## src/rtl/cpu_datapath.sv

```systemverilog
// -----------------------------------------------------------------------------
// cpu_datapath
//
// Purpose:
//   Single-bus 32-bit CPU datapath. It holds a register-file slice (R2-R7) and
//   the PC, IR, MAR, MDR, Y, Z (64-bit, loaded as two halves), HI and LO
//   registers, plus a combinational ALU. All of them share one 32-bit bus.
//   Every transfer is driven by external strobes from a control unit. When no
//   out strobe is asserted, the bus shows the last value that was driven onto
//   it.
//
// Ports:
//   clock, clear        rising-edge clock; asynchronous active-high reset
//   Mdatain[31:0]       memory read data
//   MDRread             MDR input select (1: Mdatain, 0: bus)
//   *out strobes        bus-drive requests; fixed priority resolves conflicts
//   *in strobes         register load enables; registers load from the bus
//                       (Z halves load from the ALU)
//   IncPC               forces the ALU result to bus + 1
//   bus_q, *_q          observation of the bus and register contents
// -----------------------------------------------------------------------------
module cpu_datapath (
    input  logic        clock,
    input  logic        clear,
    input  logic [31:0] Mdatain,
    input  logic        MDRread,
    // bus-drive strobes
    input  logic        PCout,
    input  logic        MDRout,
    input  logic        IRout,
    input  logic        MARout,
    input  logic        RYout,
    input  logic        RZoutLo,
    input  logic        RZoutHi,
    input  logic        R2out,
    input  logic        R3out,
    input  logic        R4out,
    input  logic        R5out,
    input  logic        R6out,
    input  logic        R7out,
    // load enables
    input  logic        PCin,
    input  logic        MDRin,
    input  logic        IRin,
    input  logic        MARin,
    input  logic        RYin,
    input  logic        RZinLo,
    input  logic        RZinHi,
    input  logic        LOin,
    input  logic        HIin,
    input  logic        R2in,
    input  logic        R3in,
    input  logic        R4in,
    input  logic        R5in,
    input  logic        R6in,
    input  logic        R7in,
    input  logic        IncPC,
    // observation
    output logic [31:0] bus_q,
    output logic [31:0] pc_q,
    output logic [31:0] ir_q,
    output logic [31:0] mar_q,
    output logic [31:0] mdr_q,
    output logic [31:0] y_q,
    output logic [31:0] hi_q,
    output logic [31:0] lo_q,
    output logic [31:0] zhi_q,
    output logic [31:0] zlo_q
);

    typedef enum logic [4:0] {
        OP_ADD = 5'd3,
        OP_SUB = 5'd4,
        OP_AND = 5'd5,
        OP_OR  = 5'd6,
        OP_MUL = 5'd16,
        OP_NEG = 5'd17,
        OP_NOT = 5'd18
    } alu_op_e;

    logic [31:0] r_pc, r_ir, r_mar, r_mdr, r_y, r_hi, r_lo, r_zhi, r_zlo;
    logic [31:0] r_bus_hold;
    logic [31:0] r_gp [2:7];

    logic [7:2]  w_gp_out;
    logic [7:2]  w_gp_in;
    logic        w_any_out;
    logic [31:0] w_bus;
    logic [63:0] w_alu;
    logic signed [63:0] w_a_ext, w_b_ext, w_prod;
    alu_op_e     w_op;

    assign w_gp_out  = {R7out, R6out, R5out, R4out, R3out, R2out};
    assign w_gp_in   = {R7in, R6in, R5in, R4in, R3in, R2in};
    assign w_any_out = MDRout | PCout | RZoutLo | RZoutHi | IRout | RYout |
                       MARout | (|w_gp_out);

    // Bus driver: the highest-priority out strobe wins. With no driver, the
    // bus keeps showing the last driven value, so the ALU still sees the
    // operand in the cycle after it was driven (for example, the Z load of
    // a multiply).
    always_comb begin
        // NOTE: the default assignment first keeps this combinational; a path
        // that leaves w_bus unassigned would infer a latch.
        w_bus = r_bus_hold;
        if      (MDRout)      w_bus = r_mdr;
        else if (PCout)       w_bus = r_pc;
        else if (RZoutLo)     w_bus = r_zlo;
        else if (RZoutHi)     w_bus = r_zhi;
        else if (IRout)       w_bus = r_ir;
        else if (RYout)       w_bus = r_y;
        else if (MARout)      w_bus = r_mar;
        else if (w_gp_out[2]) w_bus = r_gp[2];
        else if (w_gp_out[3]) w_bus = r_gp[3];
        else if (w_gp_out[4]) w_bus = r_gp[4];
        else if (w_gp_out[5]) w_bus = r_gp[5];
        else if (w_gp_out[6]) w_bus = r_gp[6];
        else if (w_gp_out[7]) w_bus = r_gp[7];
    end

    // ALU: A = Y, B = bus. Signed multiply uses explicitly sign-extended
    // 64-bit operands, so the product width is unambiguous.
    assign w_op    = alu_op_e'(r_ir[31:27]);
    assign w_a_ext = {{32{r_y[31]}}, r_y};
    assign w_b_ext = {{32{w_bus[31]}}, w_bus};
    assign w_prod  = w_a_ext * w_b_ext;

    always_comb begin
        w_alu = {32'd0, w_bus};
        if (IncPC) begin
            w_alu = {32'd0, w_bus + 32'd1};
        end else begin
            case (w_op)
                OP_ADD:  w_alu = {32'd0, r_y + w_bus};
                OP_SUB:  w_alu = {32'd0, r_y - w_bus};
                OP_AND:  w_alu = {32'd0, r_y & w_bus};
                OP_OR:   w_alu = {32'd0, r_y | w_bus};
                OP_MUL:  w_alu = w_prod;
                OP_NEG:  w_alu = {32'd0, -w_bus};
                OP_NOT:  w_alu = {32'd0, ~w_bus};
                default: w_alu = {32'd0, w_bus};
            endcase
        end
    end

    // Special-purpose registers. All of them load on the same edge from the
    // pre-edge bus, so a register may drive and load in one cycle.
    always_ff @(posedge clock or posedge clear) begin
        // NOTE: state uses non-blocking assignments so every register samples
        // the pre-edge bus regardless of statement order.
        if (clear) begin
            r_pc       <= '0;
            r_ir       <= '0;
            r_mar      <= '0;
            r_mdr      <= '0;
            r_y        <= '0;
            r_hi       <= '0;
            r_lo       <= '0;
            r_zhi      <= '0;
            r_zlo      <= '0;
            r_bus_hold <= '0;
        end else begin
            if (PCin)   r_pc  <= w_bus;
            if (IRin)   r_ir  <= w_bus;
            if (MARin)  r_mar <= w_bus;
            if (MDRin)  r_mdr <= MDRread ? Mdatain : w_bus;
            if (RYin)   r_y   <= w_bus;
            if (HIin)   r_hi  <= w_bus;
            if (LOin)   r_lo  <= w_bus;
            if (RZinHi) r_zhi <= w_alu[63:32];
            if (RZinLo) r_zlo <= w_alu[31:0];
            if (w_any_out) r_bus_hold <= w_bus;
        end
    end

    // General-purpose slice R2-R7.
    always_ff @(posedge clock or posedge clear) begin
        if (clear) begin
            // NOTE: the register file is small, so it is cleared explicitly
            // rather than being treated as RAM that powers up undefined.
            for (int i = 2; i <= 7; i++) r_gp[i] <= '0;
        end else begin
            for (int i = 2; i <= 7; i++)
                if (w_gp_in[i]) r_gp[i] <= w_bus;
        end
    end

    assign bus_q = w_bus;
    assign pc_q  = r_pc;
    assign ir_q  = r_ir;
    assign mar_q = r_mar;
    assign mdr_q = r_mdr;
    assign y_q   = r_y;
    assign hi_q  = r_hi;
    assign lo_q  = r_lo;
    assign zhi_q = r_zhi;
    assign zlo_q = r_zlo;

endmodule

```

## config.mk

```make
export PLATFORM = sky130hd
export DESIGN_NAME = cpu_datapath
export DESIGN_NICKNAME = d
export VERILOG_FILES = /design/src/rtl/cpu_datapath.sv
export SDC_FILE = /design/constraint.sdc
export NUM_CORES = 2
export LEC_CHECK = 0
export BUFFER_PORTS_ARGS = -buffer_cell sky130_fd_sc_hd__buf_2
export CAP_MARGIN = 20
export CORE_ASPECT_RATIO = 0.9
export CORE_MARGIN = 4
export CORE_UTILIZATION = 55
export DETAILED_ROUTE_END_ITERATION = 12
export GPL_TIMING_DRIVEN = 0
export HOLD_SLACK_MARGIN = 0.1
export MAX_ROUTING_LAYER = met4
export PLACE_DENSITY = 0.73
export SLEW_MARGIN = 20
export SYNTH_ARGS = -nofsm -noshare
export SYNTH_HDL_FRONTEND = slang
export SYNTH_SLANG_ARGS = --single-unit
export TNS_END_PERCENT = 20
```

## constraint.sdc

```tcl
create_clock -name clock -period 19.7 [get_ports clock]
set_input_delay 1.97 -clock clock [delete_from_list [all_inputs] [get_ports clock]]
set_output_delay 1.97 -clock clock [all_outputs]
set_load 0.02 [all_outputs]
```

==> metrics list <==
- Number of port buffers: around 360
- For the pin with the worst max-slew slack, the measured transition is 1334 ps.
- In the global route stage, met1 resource usage came out at 0.6706.
- Time the final worst path needs with I/O delays and setup: around 16,000 ps
- Dpl hpwl: 250.4 mm
- Number of levels the H-tree was split into: 2
- Routed WL: just over 300 mm
* Flip-flop and latch count after synthesis: roughly 500
- The cell area that synthesis handed to floorplanning was between 60,000 and 70,000 um2.
* Total setup buffers inserted after CTS: 0
* Effective utilization at floorplan: 0.5561
- Synthesis produced a netlist with a net count of 8,320.
- At the end of routability-driven placement, the weighted congestion stood at ~1.2.
- The initialized floorplan defines around 120 standard-cell rows.
- Post-CTS repair changed the size of 0 cells.
- Class of the worst hold path: reg2reg
- Global-route met2 utilization: 0.6533
- In the final timing run, aggregate negative setup slack is 0 ps.
* Average via count per standard cell: 6.524
- The largest individual stage delay along the critical path comes from the cell sky130_fd_sc_hd__clkinv_1.
- Required time at the endpoint of the critical path: 20,170 ps
* Total DRC errors in the routed layout: 0
* Number of distinct library cell variants in the gate-level netlist after synthesis: a little over 90
- Hold bufs inserted after CTS: 0
- Measured against its own limit, the worst slew margin works out to 0.1105.
* EDFF count, synth: 0
- Global-route wire length before repair: between 400 and 500 mm
- Setup repair after global routing left no endpoint under its margin.
- Sequential area share after synthesis: 0.2031
- The die covers between 100,000 and 150,000 um2.
- Layout Skew: ~50 ps
- The final route contains 58,110 vias.
- The first routing iteration left between 9,000 and 10,000 violations.
- Most common flop cell mapped by yosys: sky130_fd_sc_hd__dfrtp_1
- Dividing the synthesized area by the synthesized cell count gives 9.156 um2.
- For this run, the slowest stage of the critical path takes approximately 1300 ps.
- Synthesis warning total: 0
- WS Path Type: in2reg
- Sink Count: a little over 500
* Worst Path Arrival: roughly 16,000 ps
* Count of final hold-check violations: 0
- Met3 capacity usage during global routing: 0.2738
- Clk Tree Root Cell: sky130_fd_sc_hd__clkbuf_16
- Fraction of layout instances using a drive strength above 1: 0.1069
* Crit-path most repeated cell: sky130_fd_sc_hd__fa_1
- Vias in the first global route: just under 60,000
* Final Slew Violations: 0
* Chip Height: approximately 330 um
- Final number of setup-violating endpoints: 0
* Mean routed wirelength per cell: approximately 34 um
- Final antenna-violating net count: 0
- Before antenna repair, the detailed router went through 7 iterations.
* Maximum clock rate: ~0.063 GHz
- Dividing the final minimum period by the clock period gives 0.8070.
* Gate Count Post-Synth: a little under 7,000
- Type of element launching the critical path: primary input
* Pin count of the biggest net entering global routing: 107
- Clock-pin slew was measured on the worst setup and hold paths at around 80 ps.
- The flow ran to the end, and the final reports show no timing, DRC or antenna violations.
- Number of buffers on the longest clock path: 3
- Number of antenna violations at the first check in global routing: 36
- In the global route stage, overall resource usage came out at 0.5219.
- FFs w/ async S/R, synth: 1.000
- Worst-Skew Late Latency: roughly 630 ps
- STA classifies the critical path endpoint as a register.
* Overflow left after global routing: 0
- Io pins: 384
* Busiest layer in global routing: met1
- Filler instances: between 10,000 and 15,000
- In this run the worst path has a maximum fanout of 11.
* Die boundary width: ~370 um
* Area delta synth->final: 9.581%
- For flop-to-flop paths, the worst setup slack is 6630 ps.
- TritonCTS buffer count: 47
* Net count reported at finish: around 9,000
- MaxCap Viol Count: 0
* Core area: between 100,000 and 150,000 um2
- TritonCTS built the clock tree.
## Yosys cell counts, types with 51 or more instances
cell                          n  area share
sky130_fd_sc_hd__nor3_1      52      0.0041
sky130_fd_sc_hd__clkbuf_1   381       0.023
sky130_fd_sc_hd__a21oi_1    481       0.038
sky130_fd_sc_hd__nand2b_1    53      0.0053
sky130_fd_sc_hd__xnor2_1    106       0.015
sky130_fd_sc_hd__mux2_2     179       0.032
sky130_fd_sc_hd__o21ai_0    182       0.014
sky130_fd_sc_hd__nor2_1     897       0.053
sky130_fd_sc_hd__inv_1     1070       0.064
sky130_fd_sc_hd__buf_1       57      0.0034
sky130_fd_sc_hd__dfrtp_1    512        0.20
sky130_fd_sc_hd__ha_1       281       0.056
sky130_fd_sc_hd__fa_1      1084        0.34
sky130_fd_sc_hd__nand2_1    697       0.041
sky130_fd_sc_hd__nand3_1     51      0.0040
sky130_fd_sc_hd__a31oi_1     55      0.0055
## cells by family after synthesis
logic type,share of synthesized area
AND/OR/NAND/NOR,0.1244
buffers and inverters,0.09537
adder cells (fa/ha/maj),0.3997
AO/OA/AOI/OAI,0.1197
flip-flops,0.2031
multiplexers,0.03839
XOR/XNOR,0.01930
## flip-flops by register name, summed over array words and instances, names as in the netlist
name,count
hi_q,32
ir_q,32
lo_q,32
mar_q,32
mdr_q,32
pc_q,32
r_bus_hold,32
r_gp,192
y_q,32
zhi_q,32
zlo_q,32
## per-stage QoR
stage,area (um2),util,setup slack [ps],hold WS [ps],std cells
5_1_grt,69100,0.6091,3616,510.2,8894
3_3_place_gp,66770,0.5886,-2356,481.5,8742
6_report,69140,0.6094,3803,503.3,8908
4_1_cts,68940,0.6077,4610,503.6,8845
2_1_floorplan,63090,-,3430,471.6,6891
3_5_place_dp,67180,0.5922,4029,487.5,8758
## worst max-delay path, delay by kind of cell
kind | cells | cell delay, ps
buf+inv | 9 | 4470
fa+ha+maj | 10 | 4170
xor+xnor | 1 | 440
compound gates | 14 | 5240
## layer usage
metal  vias to the layer above  wire length, um  part of all wire
li1                      22770                -                 -
met1                     29260           111100              0.37
met2                      4938           116400              0.38
met3                      1144            54370              0.18
met4                         0            22010             0.072
met5                         -                0                 0
## area by class of cell
type	count	area, um2	share of cell area
Timing Repair Buffer	382	2155	0.03116
Clock buffer	64	1353	0.01956
Inverter	1103	4149	0.06001
Clock inverter	23	406.6	0.005882
Buffer	478	1939	0.02805
Tap cell	1487	1861	0.02691
Antenna cell	61	152.6	0.002208
Multi-Input combinational cell	4798	44310	0.6409
Sequential cell	512	12810	0.1853
## final timing paths
kind | start | cells after the start | to
setup / recovery | R2out | 34 | zhi_q[11]$_DFFE_PP0P_
min in group asynchronous | clear | 2 | zhi_q[11]$_DFFE_PP0P_
hold / removal | hi_q[22]$_DFFE_PP0P_ | 1 | hi_q[22]$_DFFE_PP0P_
hold reg to reg | hi_q[22]$_DFFE_PP0P_ | 1 | hi_q[22]$_DFFE_PP0P_
setup reg to reg | y_q[5]$_DFFE_PP0P_ | 31 | zhi_q[11]$_DFFE_PP0P_
max in group asynchronous | clear | 5 | r_gp[138]$_DFFE_PP0P_
## cells in the final DEF (no fill, tap or decap), types with 18 or more instances in the layout
cell type,netlist,routed
sky130_fd_sc_hd__a21oi_1,481,480
sky130_fd_sc_hd__o211ai_1,21,21
sky130_fd_sc_hd__dfrtp_1,512,512
sky130_fd_sc_hd__diode_2,0,61
sky130_fd_sc_hd__mux2i_1,35,35
sky130_fd_sc_hd__fa_1,1084,1083
sky130_fd_sc_hd__nor2_1,897,896
sky130_fd_sc_hd__ha_1,281,281
sky130_fd_sc_hd__o31ai_1,26,26
sky130_fd_sc_hd__clkbuf_2,0,46
sky130_fd_sc_hd__nor3_1,52,50
sky130_fd_sc_hd__nand2_1,697,697
sky130_fd_sc_hd__a211oi_1,39,39
sky130_fd_sc_hd__o21ai_0,182,181
sky130_fd_sc_hd__nand3_1,51,51
sky130_fd_sc_hd__a21o_1,50,50
sky130_fd_sc_hd__xnor2_1,106,105
sky130_fd_sc_hd__buf_2,32,403
sky130_fd_sc_hd__a22o_1,28,28
sky130_fd_sc_hd__and3_1,18,18
sky130_fd_sc_hd__o21bai_1,19,19
sky130_fd_sc_hd__xor2_1,33,33
sky130_fd_sc_hd__nand2b_1,53,53
sky130_fd_sc_hd__o21a_1,27,27
sky130_fd_sc_hd__clkbuf_16,0,49
sky130_fd_sc_hd__a221oi_1,46,46
sky130_fd_sc_hd__nor2b_1,33,33
sky130_fd_sc_hd__clkinv_1,26,26
sky130_fd_sc_hd__buf_1,57,48
sky130_fd_sc_hd__o221ai_1,42,42
sky130_fd_sc_hd__clkbuf_1,381,347
sky130_fd_sc_hd__o22ai_1,19,19
sky130_fd_sc_hd__a31oi_1,55,54
sky130_fd_sc_hd__inv_1,1070,1069
sky130_fd_sc_hd__mux2_2,179,179
Power is left out: the tool's default activity adds up to more than one toggle a clock period on the data nets, which glitch-free logic cannot reach.
